**src/rtl/mic_start_screen_anim.sv**
```systemverilog
// Animated mic start screen: slide-in icon, blinking text box, per-frame level bar.
// Pixel colour registered one cycle after (x,y); accepts a query every cycle, never stalls.
module mic_start_screen_anim #(
  parameter int          W            = 96,
  parameter int          H            = 64,
  parameter int          SLIDE_START  = 32,
  parameter int          BLINK_FRAMES = 30,
  parameter int          LEVEL_W      = 4,
  parameter logic [15:0] FG_COLOR     = 16'h0000,
  parameter logic [15:0] BG_COLOR     = 16'hFFFF,
  parameter logic [15:0] ACCENT_COLOR = 16'h07E0
) (
  input  logic               clk,
  input  logic               reset,
  input  logic               frame_begin,
  input  logic               start,
  input  logic               ack,
  input  logic [6:0]         x,
  input  logic [5:0]         y,
  input  logic [LEVEL_W-1:0] mic_level,
  output logic [15:0]        oled_data,
  output logic               busy,
  output logic               done
);

  localparam int FCW = (BLINK_FRAMES > 1) ? $clog2(BLINK_FRAMES) : 1;
  localparam logic [6:0]     X_MAX    = 7'(W - 1);
  localparam logic [5:0]     Y_MAX    = 6'(H - 1);
  localparam logic [FCW-1:0] FC_LAST  = FCW'(BLINK_FRAMES - 1);
  localparam logic [5:0]     OFF_INIT = 6'(SLIDE_START);

  typedef enum logic [1:0] {
    IDLE     = 2'd0,
    SLIDE_IN = 2'd1,
    BLINK    = 2'd2
  } state_t;

  state_t             state_q;
  logic [5:0]         offset_q;
  logic [FCW-1:0]     frame_cnt_q;
  logic               text_vis_q;
  logic [LEVEL_W-1:0] lvl_q;
  logic [15:0]        oled_data_q;
  logic               busy_q;
  logic               done_q;

  logic [15:0] pix_d;
  logic [7:0]  xo;
  logic [7:0]  y8;
  logic [7:0]  bar_lo;
  logic        in_range;
  logic        active;
  logic        x_ge_off;
  logic        hit_bar;
  logic        hit_icon;
  logic        hit_text;

  always_comb begin
    xo       = {1'b0, x} - {2'b0, offset_q};
    y8       = {2'b0, y};
    // 8-bit wrap is intended: lvl = 0 gives an empty bar
    bar_lo   = 8'd55 - 8'({lvl_q, 1'b0});
    in_range = (x <= X_MAX) && (y <= Y_MAX);
    active   = (state_q == SLIDE_IN) || (state_q == BLINK);
    x_ge_off = (x >= {1'b0, offset_q});

    hit_bar  = (x >= 7'd8) && (x <= 7'd11) && (y8 <= 8'd55) && (y8 > bar_lo);

    hit_icon = x_ge_off && (
                 ((xo >= 8'd40) && (xo <= 8'd47) && (y >= 6'd14) && (y <= 6'd29)) ||
                 ((xo >= 8'd43) && (xo <= 8'd44) && (y >= 6'd30) && (y <= 6'd37)) ||
                 ((xo >= 8'd38) && (xo <= 8'd49) && (y == 6'd38)));

    hit_text = (state_q == BLINK) && text_vis_q &&
               (x >= 7'd56) && (x <= 7'd79) && (y >= 6'd29) && (y <= 6'd43);

    pix_d = BG_COLOR;
    if (in_range && active) begin
      if (hit_bar)       pix_d = ACCENT_COLOR;
      else if (hit_icon) pix_d = FG_COLOR;
      else if (hit_text) pix_d = FG_COLOR;
    end
  end

  always_ff @(posedge clk or posedge reset) begin
    if (reset) begin
      state_q     <= IDLE;
      offset_q    <= 6'd0;
      frame_cnt_q <= '0;
      text_vis_q  <= 1'b0;
      lvl_q       <= '0;
      oled_data_q <= BG_COLOR;
      busy_q      <= 1'b0;
      done_q      <= 1'b0;
    end else begin
      oled_data_q <= pix_d;
      done_q      <= 1'b0;
      case (state_q)
        IDLE: begin
          if (start) begin
            state_q  <= SLIDE_IN;
            offset_q <= OFF_INIT;
            busy_q   <= 1'b1;
          end
        end
        SLIDE_IN: begin
          if (ack) begin
            state_q <= IDLE;
            busy_q  <= 1'b0;
            done_q  <= 1'b1;
            lvl_q   <= '0;
          end else if (frame_begin) begin
            lvl_q <= mic_level;
            // offset 0 is only reachable here when SLIDE_START is 0
            if (offset_q <= 6'd2) begin
              offset_q    <= 6'd0;
              state_q     <= BLINK;
              frame_cnt_q <= '0;
              text_vis_q  <= 1'b1;
            end else begin
              offset_q <= offset_q - 6'd2;
            end
          end
        end
        BLINK: begin
          if (ack) begin
            state_q <= IDLE;
            busy_q  <= 1'b0;
            done_q  <= 1'b1;
            lvl_q   <= '0;
          end else if (frame_begin) begin
            lvl_q <= mic_level;
            if (frame_cnt_q == FC_LAST) begin
              frame_cnt_q <= '0;
              text_vis_q  <= ~text_vis_q;
            end else begin
              frame_cnt_q <= frame_cnt_q + 1'b1;
            end
          end
        end
        default: begin
          state_q <= IDLE;
          busy_q  <= 1'b0;
        end
      endcase
    end
  end

  assign oled_data = oled_data_q;
  assign busy      = busy_q;
  assign done      = done_q;

endmodule
```
**config.mk**
```make
export PLATFORM = sky130hd
export DESIGN_NAME = mic_start_screen_anim
export DESIGN_NICKNAME = d
export VERILOG_FILES = /design/src/rtl/mic_start_screen_anim.sv
export SDC_FILE = /design/constraint.sdc
export NUM_CORES = 1
export LEC_CHECK = 0
export BUFFER_PORTS_ARGS = -buffer_cell sky130_fd_sc_hd__buf_2
export CAP_MARGIN = 20
export CELL_PAD_IN_SITES_DETAIL_PLACEMENT = 0
export CELL_PAD_IN_SITES_GLOBAL_PLACEMENT = 2
export CORE_ASPECT_RATIO = 0.8
export CORE_MARGIN = 4
export CORE_UTILIZATION = 35
export CTS_BUF_LIST = sky130_fd_sc_hd__clkbuf_8
export CTS_CLUSTER_SIZE = 25
export DETAILED_ROUTE_END_ITERATION = 6
export PLACE_DENSITY_LB_ADDON = 0.1
export SLEW_MARGIN = 40
export SYNTH_ARGS = -nofsm -noshare
export SYNTH_HDL_FRONTEND = slang
export SYNTH_SLANG_ARGS = --single-unit
```
**constraint.sdc**
```tcl
create_clock -name clk -period 6.7 [get_ports clk]
set_input_delay 0.335 -clock clk [delete_from_list [all_inputs] [get_ports clk]]
set_output_delay 0.335 -clock clk [all_outputs]
set_load 0.01 [all_outputs]
```
==> results of run 1 <==
-- worst max-delay path by stage --
| stage | cells after the start | slack (ns) | to | startpoint |
|---|---|---|---|---|
| CTS | 8 | 4.32 | oled_data[14] | offset_q[1] |
| global placement | 7 | 4.37 | oled_data[14] | y[4] |
| detailed placement | 8 | 4.33 | oled_data[14] | offset_q[1] |
| floorplan | 6 | 4.53 | oled_data[14] | offset_q[1] |
| global route | 8 | 4.15 | oled_data[10] | offset_q[2] |
| finish | 8 | 4.28 | oled_data[14] | offset_q[2] |
-- logic make-up after synthesis --
group / count (synthesis) / synth area share (%)
buffers and inverters: 34 / 10.3
adder cells (fa/ha/maj): 18 / 13.3
AND/OR/NAND/NOR: 67 / 20.0
XOR/XNOR: 4 / 2.01
multiplexers: 7 / 4.23
AO/OA/AOI/OAI: 52 / 19.7
flip-flops: 21 / 30.2
other: 1 / 0.215
-- metal layers --
metal / GRT usage, % / routed length [µm] / vias up
met5: 0 / 0 / -
met4: 3.81 / 24 / 0
met3: 3.26 / 256 / 2
met2: 19.8 / 1670 / 47
met1: 20.8 / 2050 / 726
li1: - / - / 764
-- worst max-delay path: stages (launching register included) --
cell       delay (ns)
dfrtp_1          0.43
inv_1            0.11
ha_1             0.34
o21ai_1          0.15
a2bb2oi_1        0.16
or4_1            0.48
mux2_2           0.29
o311ai_2         0.25
nand3_1          0.12
-- state kept, by name, indices dropped and copies added, names as in the netlist --
signal and cells:
state_q 2, lvl_q 4, offset_q 5, busy 1, frame_cnt_q 5, done 1, oled_data 2, text_vis_q 1
-- cells in the final DEF, fill, tap and decap left out, types with 2 or more instances in the layout --
master    Yosys  routed
nand4_1       3       3
a21oi_1      12      12
dfstp_2       2       2
ha_1         17      17
mux2_1        2       2
clkbuf_8      0       3
o21ai_1      12      12
buf_2         0      39
nor2_1       10      10
dfrtp_1      19      19
and2_1        2       2
nor2b_1       4       4
inv_1        16      16
nand3_1      10      10
o31ai_1       4       4
or2_1         2       2
o21a_1        2       2
o21ai_0       4       4
o22ai_1       4       4
mux2i_1       4       4
xor2_1        3       3
a22oi_1       2       2
nor3_1        5       5
nand2b_1      3       3
a32o_1        2       2
nand2_1      19      19
-- stage by stage --
stage,area (µm²),cells,setup slack [ns]
after floorplan,1750,204,4.53
after global placement,1900,285,4.37
after detailed placement,1900,285,4.33
after CTS,1940,289,4.32
after global routing,1950,289,4.15
final,1950,289,4.28
-- layout make-up --
type | count | share of cell area, %
timing repair buffer | 39 | 9.99
sequential | 21 | 27.0
clock buffer | 3 | 2.11
clock inverter | 1 | 0.192
multi-input combinational | 149 | 53.7
tap | 60 | 3.84
inverter | 16 | 3.07
-- cells in the mapped netlist (all sizes together), types with 5 or more instances --
master   n  share of area (%)
nand3   10                2.9
nor3     5                1.4
buf     14                6.0
nand2   19                4.1
ha      17                 12
a21oi   12                3.4
dfrtp   19                 27
inv     16                3.4
o21ai   16                4.6
nor2    10                2.1
-- power breakdown --
group | internal [mW] | switching, mW | total, mW
Sequential | 0.165 | 0.0367 | 0.202
Clock | 0.0409 | 0.0422 | 0.0830
Combinational | 0.158 | 0.219 | 0.377
==> qor.csv, run 1 <==
metric,value,unit
status,completed,
start_kind,register,
hold_path.class,input port to async pin,
io_pins,40,
max-slew-margin-rel,63.6,%
post_route_cells_drive_above_1_share,21.8,%
global_route_total_overflow,0,
cts_max_path_buffers,2,
max-vdd-ir-drop,0.000207,V
setup-violations-final,0,
final.setup_skew,0.00162,ns
synth_to_layout_area_growth,11.8,%
floorplan.rows,22,
drt_drc_violations_left,0,
antenna_found_initial,0,
synth_fp_nets,244,
global_route_wire_length_before_repair,6870,µm
cts-htree-levels,1,
first_global_vias,1472,
worst_hold_slack_after_final_layout,0.0758,ns
p_per_area,339,mW/mm²
cp_data_arrival_time,2.59,ns
dr.first_iter.drc_count,135,
totalWireLength,3990,µm
edff_count_synth,0,
fp.dieW,87.0,µm
cts_made_buffers,3,
floorplan.initialDensity,37.1,%
tns,0,ns
num_vias,1539,
post_route_fraction_of_the_period_consumed_by_the_critical_path,36.1,%
place.port_buffers,39,
r2r_slack,4.28,ns
synthesis.yosys.warnings,0,
ws_path_type,register to register,
cts_setup_buffers,0,
cts_repair_resize_count,0,
fmax,413,MHz
total_leakage_power,0.880,nW
clk_pin_slew,0.08,ns
n_antenna_cell,0,
detail_route.wl_per_cell,13.8,µm
drt_pre_antenna_iters,4,
timing.final.hold_violations,0,
layout.filler_cells,479,
timing.rr.start,offset_q[2],
clock_tree_from_tritoncts,done,
num-nets-final,270,
cts_hold_repair.buffers,0,
synth_top_flop_cell,dfrtp_1,
r2r_depth,8,
place.gp.congestion,0.745,
multiInputGateArea,0.00105,mm²
slew_violations,0,
synth.avg_cell_area,8.56,µm²
seqCellArea,528,µm²
netlist_area,0.00175,mm²
async_flop_share,100,%
drtAntennaViolNets,0,
reg2reg_to,oled_data[14],
setup.worst_path.end_class,register,
clock-sinks,21,
clock-root-buffer,clkbuf_8,
synth-seq-area-share,30.2,%
slew_at_the_pin_closest_to_its_max_slew_limit,0.545,ns
setup_repair_after_global_routing_missed_its_margin,false,
largest_net_degree_at_the_start_of_global_routing,22,
ys_seq_elements,21,
synthCells,204,
fin_util,41.5,%
track_usage,13.9,%
cp.required,6.87,ns
layout_min_cycle_time,2.42,ns
crit_path_max_fanout,4,
dieHeight,71.2,µm
synthDistinctLibCells,49,
tot_pwr,0.663,mW
die_area,0.00619,mm²
worstSkewPairLatency,0.26,ns
dp_hpwl,3210,µm
fp.coreArea,0.00471,mm²
drt-vias-per-instance,5.33,
maxCapViolations,0,
(Power assumes the default switching activity.)
==> run 2: changes to the inputs <==
--- a/config.mk
+++ b/config.mk
@@ -11,7 +11,7 @@
 export CELL_PAD_IN_SITES_GLOBAL_PLACEMENT = 2
 export CORE_ASPECT_RATIO = 0.8
 export CORE_MARGIN = 4
-export CORE_UTILIZATION = 35
+export CORE_UTILIZATION = 33
 export CTS_BUF_LIST = sky130_fd_sc_hd__clkbuf_8
 export CTS_CLUSTER_SIZE = 25
 export DETAILED_ROUTE_END_ITERATION = 6
==> constraint.sdc (replaced) <==
create_clock -name clk -period 2.3 [get_ports clk]
set_input_delay 0.115 -clock clk [delete_from_list [all_inputs] [get_ports clk]]
set_output_delay 0.115 -clock clk [all_outputs]
set_load 0.01 [all_outputs]
==> qor.csv, run 2 (synthesis results as in run 1) <==
metric,value,unit
status,completed,
max-vdd-ir-drop,0.000362,V
largestRegisters,"frame_cnt_q x5, offset_q x5, lvl_q x4",
drt-vias-per-instance,5.12,
start_kind,register,
fp.coreArea,0.00506,mm²
final_cell_mix,"39 x buf_2, 19 x nand2_1, 19 x dfrtp_1",
fmax,454,MHz
post_route_cells_drive_above_1_share,26.0,%
p_per_area,983,mW/mm²
detail_route.wl_per_cell,14.1,µm
place.gp.congestion,0.775,
post_route_fraction_of_the_period_consumed_by_the_critical_path,95.9,%
track_usage,13.5,%
die_area,0.00653,mm²
final.setup_skew,0.00452,ns
cpMaxStageDelayCell,or4_1,
num-nets-final,276,
clock_tree_from_tritoncts,done,
drt_pre_antenna_iters,4,
maxCapViolations,0,
worstSkewPairLatency,0.26,ns
floorplan.rows,23,
antenna_found_initial,0,
max-slew-margin-rel,63.3,%
floorplan.initialDensity,34.5,%
slew_at_the_pin_closest_to_its_max_slew_limit,0.548,ns
dieHeight,73.1,µm
num_vias,1522,
synth_to_layout_area_growth,16.2,%
global_route_total_overflow,0,
hold_path.class,input port to register,
place.port_buffers,39,
clock-root-buffer,clkbuf_8,
dp_hpwl,3390,µm
clock-sinks,21,
cp.required,2.47,ns
global_route_wire_length_before_repair,6930,µm
cts_max_path_buffers,2,
clk_pin_slew,0.07,ns
drtAntennaViolNets,0,
setup.worst_path.end_class,register,
io_pins,40,
drt_drc_violations_left,0,
slew_violations,0,
cp_data_arrival_time,2.38,ns
fin_util,40.1,%
layout_min_cycle_time,2.20,ns
path_buf_inv,1,
total_leakage_power,0.910,nW
first_global_vias,1454,
fp.dieW,89.3,µm
series_of_cell_instances_along_the_critical_path,"inv_1, ha_4, nor2_1, a2bb2oi_2, or4_1, mux2_2, o311ai_2, nand3_1",
n_antenna_cell,0,
totalWireLength,4180,µm
setup-violations-final,0,
dr.first_iter.drc_count,60,
cts-htree-levels,1,
tot_pwr,2.00,mW
timing.final.hold_violations,0,
ws_path_type,register to register,
cts_made_buffers,3,
crit_path_max_fanout,5,
crit_path_max_incr_delay,0.47,ns
largest_net_degree_at_the_start_of_global_routing,22,
critical-path-top-delay-family,simple AND/OR/NAND/NOR gates,
most_frequent_standard_cell_in_the_layout_excluding_fill_and_tap_cells,buf_2,
==> run 2: timing repair <==
item | CTS | global route
gates resized for setup | 0 | 6
setup endpoints to repair | 0 | 2
setup buffers | 0 | 1
hold endpoints to repair | 19 | 0
hold buffers | 1 | 0
==> run 2: per-layer routing <==
metal | part of all wire, % | GRT usage [%] | up-vias
li1 | - | - | 780
met1 | 50 | 19.6 | 704
met3 | 4.5 | 2.71 | 2
met2 | 45 | 20.6 | 36
met4 | 0.60 | 2.98 | 0
met5 | 0 | 0 | -
==> run 2: path summary, 6_finish.rpt <==
path                                       to          from  slack [ns]  depth (start not counted)
worst min register to register           busy          busy        0.49                          1
min in group asynchronous          state_q[1]         reset        0.41                          3
max in group asynchronous       oled_data[14]         reset        1.55                          3
worst max register to register  oled_data[14]   offset_q[3]         0.1                          8
worst max-delay path            oled_data[14]   offset_q[3]         0.1                          8
worst min-delay path                 lvl_q[2]  mic_level[2]        0.10                          2
==> run 2: worst reg2reg max path: cells and delay by family, from the launching register on <==
family / cells / cell delay (ns)
compound gates: 2 / 0.34
fa+ha+maj: 1 / 0.23
buf+inv: 1 / 0.14
flops: 1 / 0.40
mux: 1 / 0.29
simple gates: 3 / 0.71
==> run 2: layout make-up <==
cell class	instances	area, µm²
fill	528	3040
multi-input combinational	149	1080
tap	62	77.6
clock inverter	1	3.75
inverter	16	60.1
sequential	21	528
timing repair buffer	45	243
clock buffer	3	41.3
==> run 2: power breakdown <==
| part | switching (mW) | internal, mW |
|---|---|---|
| sequential | 0.0896 | 0.482 |
| combinational | 0.663 | 0.526 |
| clock | 0.116 | 0.119 |
==> run 2: metrics by stage <==
step           hold slack (ns)  cell area (µm²)  setup WS [ns]  setup TNS (ns)  std cells
5_1_grt                 0.0953             2030        -0.0172         -0.0191        297
4_1_cts                 0.0939             1980         0.0350               0        296
3_3_place_gp             0.324             1930         0.0811               0        291
2_1_floorplan           0.0900             1750          0.134               0        204
6_report                 0.101             2030         0.0950               0        297
3_5_place_dp             0.155             1930         0.0531               0        291
